File: src/rtl/hamming_encoder_stream.sv
// Streaming Hamming(38,32) encoder with optional single-bit fault injection
// and a 2-entry output queue so the stream keeps one word per cycle under back-pressure.

package hamming_encoder_stream_pkg;
    localparam int unsigned DATA_W  = 32;
    localparam int unsigned PAR_W   = 6;
    localparam int unsigned CODE_W  = 38;
    localparam int unsigned POS_W   = 6;
    localparam int unsigned COUNT_W = 16;
    localparam int unsigned QCNT_W  = 2;

    typedef struct packed {
        logic              injected;
        logic [CODE_W-1:0] code;
    } entry_t;
endpackage

module hamming_encoder_stream
    import hamming_encoder_stream_pkg::*;
(
    input  logic               clk,
    input  logic               rst,
    input  logic               in_valid,
    output logic               in_ready,
    input  logic [DATA_W-1:0]  in_data,
    input  logic [POS_W-1:0]   inj_pos,
    output logic               out_valid,
    input  logic               out_ready,
    output logic [CODE_W-1:0]  out_data,
    output logic               out_injected,
    output logic [COUNT_W-1:0] word_count
);

    // Data bits fill every non-power-of-two position in ascending order.
    function automatic logic [CODE_W-1:0] place_data(input logic [DATA_W-1:0] d);
        logic [CODE_W-1:0] c;
        int unsigned       j;
        c = '0;
        j = 0;
        for (int unsigned pos = 1; pos <= CODE_W; pos++) begin
            if ((pos & (pos - 1)) != 0) begin
                c[6'(pos - 1)] = d[5'(j)];
                j++;
            end
        end
        return c;
    endfunction

    // Parity k at position 2^k covers every data position with index bit k set.
    function automatic logic [CODE_W-1:0] add_parity(input logic [CODE_W-1:0] c_in);
        logic [CODE_W-1:0] c;
        logic              p;
        c = c_in;
        for (int unsigned k = 0; k < PAR_W; k++) begin
            p = 1'b0;
            for (int unsigned pos = 1; pos <= CODE_W; pos++) begin
                if ((((pos >> k) & 1) != 0) && ((pos & (pos - 1)) != 0)) begin
                    p = p ^ c[6'(pos - 1)];
                end
            end
            c[6'((1 << k) - 1)] = p;
        end
        return c;
    endfunction

    logic               inj_hit_c;
    logic [CODE_W-1:0]  inj_mask_c;
    entry_t             new_entry_c;
    logic               push_c;
    logic               pop_c;
    logic [QCNT_W-1:0]  count_d_c;

    logic [QCNT_W-1:0]  count_q;
    entry_t             head_q;
    entry_t             tail_q;

    always_comb begin
        inj_hit_c  = (inj_pos != '0) && (inj_pos <= POS_W'(CODE_W));
        inj_mask_c = '0;
        if (inj_hit_c) begin
            inj_mask_c = CODE_W'(1) << (inj_pos - POS_W'(1));
        end
        new_entry_c.code     = add_parity(place_data(in_data)) ^ inj_mask_c;
        new_entry_c.injected = inj_hit_c;
    end

    assign in_ready = (count_q != QCNT_W'(2)) && !rst;
    assign push_c   = in_valid && in_ready;
    assign pop_c    = out_valid && out_ready;

    always_comb begin
        count_d_c = count_q;
        if (push_c && !pop_c) begin
            count_d_c = count_q + QCNT_W'(1);
        end else if (pop_c && !push_c) begin
            count_d_c = count_q - QCNT_W'(1);
        end
    end

    // Head register drives the outputs directly; it keeps its value once emptied.
    always_ff @(posedge clk) begin
        if (rst) begin
            count_q    <= '0;
            out_valid  <= 1'b0;
            head_q     <= '0;
            tail_q     <= '0;
            word_count <= '0;
        end else begin
            count_q   <= count_d_c;
            out_valid <= (count_d_c != '0);

            if (push_c && ((count_q == '0) || pop_c)) begin
                head_q <= new_entry_c;
            end else if (pop_c && (count_q == QCNT_W'(2))) begin
                head_q <= tail_q;
            end

            if (push_c && !pop_c && (count_q == QCNT_W'(1))) begin
                tail_q <= new_entry_c;
            end

            if (pop_c && (word_count != '1)) begin
                word_count <= word_count + COUNT_W'(1);
            end
        end
    end

    assign out_data     = head_q.code;
    assign out_injected = head_q.injected;

endmodule

File: config.mk
export PLATFORM = sky130hd
export DESIGN_NAME = hamming_encoder_stream
export DESIGN_NICKNAME = d
export VERILOG_FILES = /design/src/rtl/hamming_encoder_stream.sv
export SDC_FILE = /design/constraint.sdc
export NUM_CORES = 1
export LEC_CHECK = 0
export ABC_CLOCK_PERIOD_IN_PS = 2650
export CORE_ASPECT_RATIO = 1.25
export CORE_MARGIN = 2
export CORE_UTILIZATION = 45
export CTS_CLUSTER_SIZE = 20
export DETAILED_ROUTE_END_ITERATION = 12
export PLACE_DENSITY = 0.78
export SYNTH_ARGS = -nofsm -noshare
export SYNTH_HDL_FRONTEND = slang
export SYNTH_SLANG_ARGS = --single-unit
export TNS_END_PERCENT = 100
File: constraint.sdc
create_clock -name clk -period 2.65 [get_ports clk]
set_input_delay 0.53 -clock clk [delete_from_list [all_inputs] [get_ports clk]]
set_output_delay 0.53 -clock clk [all_outputs]
set_load 0.01 [all_outputs]
==> flow_summary_export.csv <==
group,metric,value,unit
logic_synthesis,synthTopCellsByArea,"dfxtp_1 (37%), nand2_1 (9.2%), a211oi_1 (8.8%)",
clock_network,cts_hold_buf,0,
route,wl_per_cell,16.6,um
logic_synthesis,synth-seq-cells,97,
route,routed_via_density,5.44,
logic_synthesis,syn_inst,634,
floorplanning,fp.coreArea,11200,sq um
global_routing,overflow,0,
clock_network,htree_num_levels,3,
global_routing,grt_pass1_vias,4818,
route,drt-total-wl,14600,um
global_routing,antenna_found_initial,0,
clock_network,ctsResizeCount,0,
logic_synthesis,ys.flop_type,"dfxtp_1",
global_routing,met3_usage,2.92,%
timing,rsz0062_at_grt,"no",
logic_synthesis,synthDistinctLibCells,37,
timing,clock.fmax,435,MHz
clock_network,cts_setup_buffers,0,
run,cap_violations,0,
timing,min_period_over_period,86.8,%
power,p_leak,2.40,nW
worst_hold_path,holdCritPathClass,"reg -> reg",
logic_synthesis,yosys.area.top_type,"dfxtp_1",
global_routing,grtUsageTotal,24.4,%
logic_synthesis,synth_edf_count,0,
setup_path,cp.arrival,1.77,ns
timing,min_period,2.30,ns
logic_synthesis,synth.most_common_cell,"nand2_1",
timing,finalSetupTns,0,ns
logic_synthesis,yosys_warnings,0,
power,ir_drop,0.316,mV
timing,hold_slack,0.462,ns
setup_path,cp_max_fo,5,
route,drt_pre_antenna_iters,4,
logic_synthesis,synthArstFlopShare,0,%
setup_path,worstSetupPathType,"reg -> out",
timing,worstMarginPinSlew,0.989,ns
setup_path,cp_slowest_stage_delay,0.55,ns
layout,drive_above_1_share,8.74,%
timing,hold_viol_final,0,
floorplanning,initial_core_util,46.3,%
route,drt_iter0_drc,227,
logic_synthesis,yosysSeqAreaShare,37.5,%
clock_network,clk_latency,0.35,ns
logic_synthesis,synth_nets,680,
clock_network,cts-buffers-inserted,9,
setup_path,start_kind,"flop",
clock_network,cts_tree,"yes",
global_routing,met1_usage,29.7,%
logic_synthesis,postSynthAreaPerCell,8.18,sq um
logic_synthesis,synth_commonest_cells,"nand2_1 (127), dfxtp_1 (97), nor2_1 (74)",
place,numPortBuffers,98,
floorplanning,dieArea,12400,sq um
clock_network,cts_buffer_depth,2,
route,ant_nets,0,
setup_path,worst_path_max_delay_cell,"clkdlybuf4s50_1",
setup_path,crit_required,2.12,ns
setup_path,cp_cell_sequence,"inv_1 -> ha_1 -> nor2_1 -> clkdlybuf4s50_1",
layout,syn_to_final_growth,31.3,%
power,power.density,608,nW/um^2
timing,timing.final.ws_setup,0.349,ns
outcome,status,"finished, final reports clean",
clock_network,path_clk_slew,0.07,ns
route,vias,4784,
global_routing,grt_pass1_wl,23600,um
logic_synthesis,synth_area,5180,sq um
floorplanning,io_pins,99,
floorplanning,die_h,124,um
place,dp_slack,0.0382,ns
clock_network,cts_root_buffer,"clkbuf_16",
clock_network,cts_sinks,97,
timing,relSlewSlack,34.0,%
place,gp_congestion,0.877,
route,drc,0,
logic_synthesis,synth.top_cell.area_share,37.5,%
timing,finalMaxSlewViolations,0,
floorplanning,rows,43,
layout,nets,785,
global_routing,grt_max_degree,98,
place,dp_hpwl,10500,um
global_routing,top_usage_layer,"met2",
floorplanning,die_w,100,um
timing,fin_worst_skew,0.00807,ns
global_routing,use_met2,43.6,%
layout,antenna_cells,0,
timing,setup_viol,0,
setup_path,end_kind,"output port",
[per-stage QoR]
step	cells	area [sq um]	power, W	utilization [%]
2_1_floorplan	634	5180	0.00243	-
3_3_place_gp	863	6530	0.00289	58.3
3_5_place_dp	863	6530	0.00292	58.3
4_1_cts	879	6810	0.00416	60.8
5_1_grt	879	6810	0.00434	60.8
6_report	879	6810	0.00414	60.8
[final cells by class]
cell class	instances	area (sq um)
Clock buffer	11	243
Clock inverter	5	38.8
Fill cell	984	4380
Inverter	3	11.3
Multi-Input combinational cell	489	3050
Sequential cell	97	1940
Tap cell	135	169
Timing Repair Buffer	139	1360
[flip-flops by register name, indices dropped and copies added (netlist names)]
name          count
out_valid         1
word_count       16
out_injected      1
count_q           2
tail_q           39
out_data         38
[worst paths after layout]
check        startpoint          to  slack, ns  cells after the start
min           tail_q[1]   tail_q[1]       0.46                      2
max          count_q[0]    in_ready       0.35                      4
max reg2reg  count_q[0]  tail_q[37]       0.62                      8
min reg2reg   tail_q[1]   tail_q[1]       0.46                      2
[cells by family (layout without fill, tap and decap cells)]
logic type	after synthesis	after routing	share of synthesized area [%]
buffers and inverters	48	158	3.89
xor gates and xnor gates	102	102	19.8
muxes	3	3	0.579
and+or+nand+nor	287	287	24.5
AOI/OAI and AO/OA	93	93	12.8
adders and majority gates	4	4	0.966
DFF	97	97	37.5
[power by group]
group / leakage [nW] / internal [W] / switching [W]
registers: 0.789 / 0.00159 / 0.0000822
clock network: 0.137 / 0.000670 / 0.000576
logic: 1.47 / 0.000647 / 0.000577
total: 2.40 / 0.00291 / 0.00123
[layer usage]
layer  part of all wire, %  wire length (um)
met1                    42              6210
met2                    50              7350
met3                   4.8               707
met4                   2.5               372
met5                     0                 0
[layout by cell type, fill, tap and decap left out, drive strengths merged, types with 7 or more instances in the layout]
master and n:
buf 42, clkdlybuf4s50 97, xnor3 9, xor2 44
nand2 127, nor2 74, and3 33, a211oi 61
a311oi 7, xnor2 49, a21oi 15, clkbuf 11
nand3 20, dfxtp 97, nor3 8
[worst max-delay path, delay by kind of cell, from the launching register on]
kind	cells	cell delay, ns
fa+ha+maj	1	0.23
buf+inv	2	0.64
flops	1	0.42
simple gates	1	0.13
No activity file was read; power rests on OpenSTA's default activity.
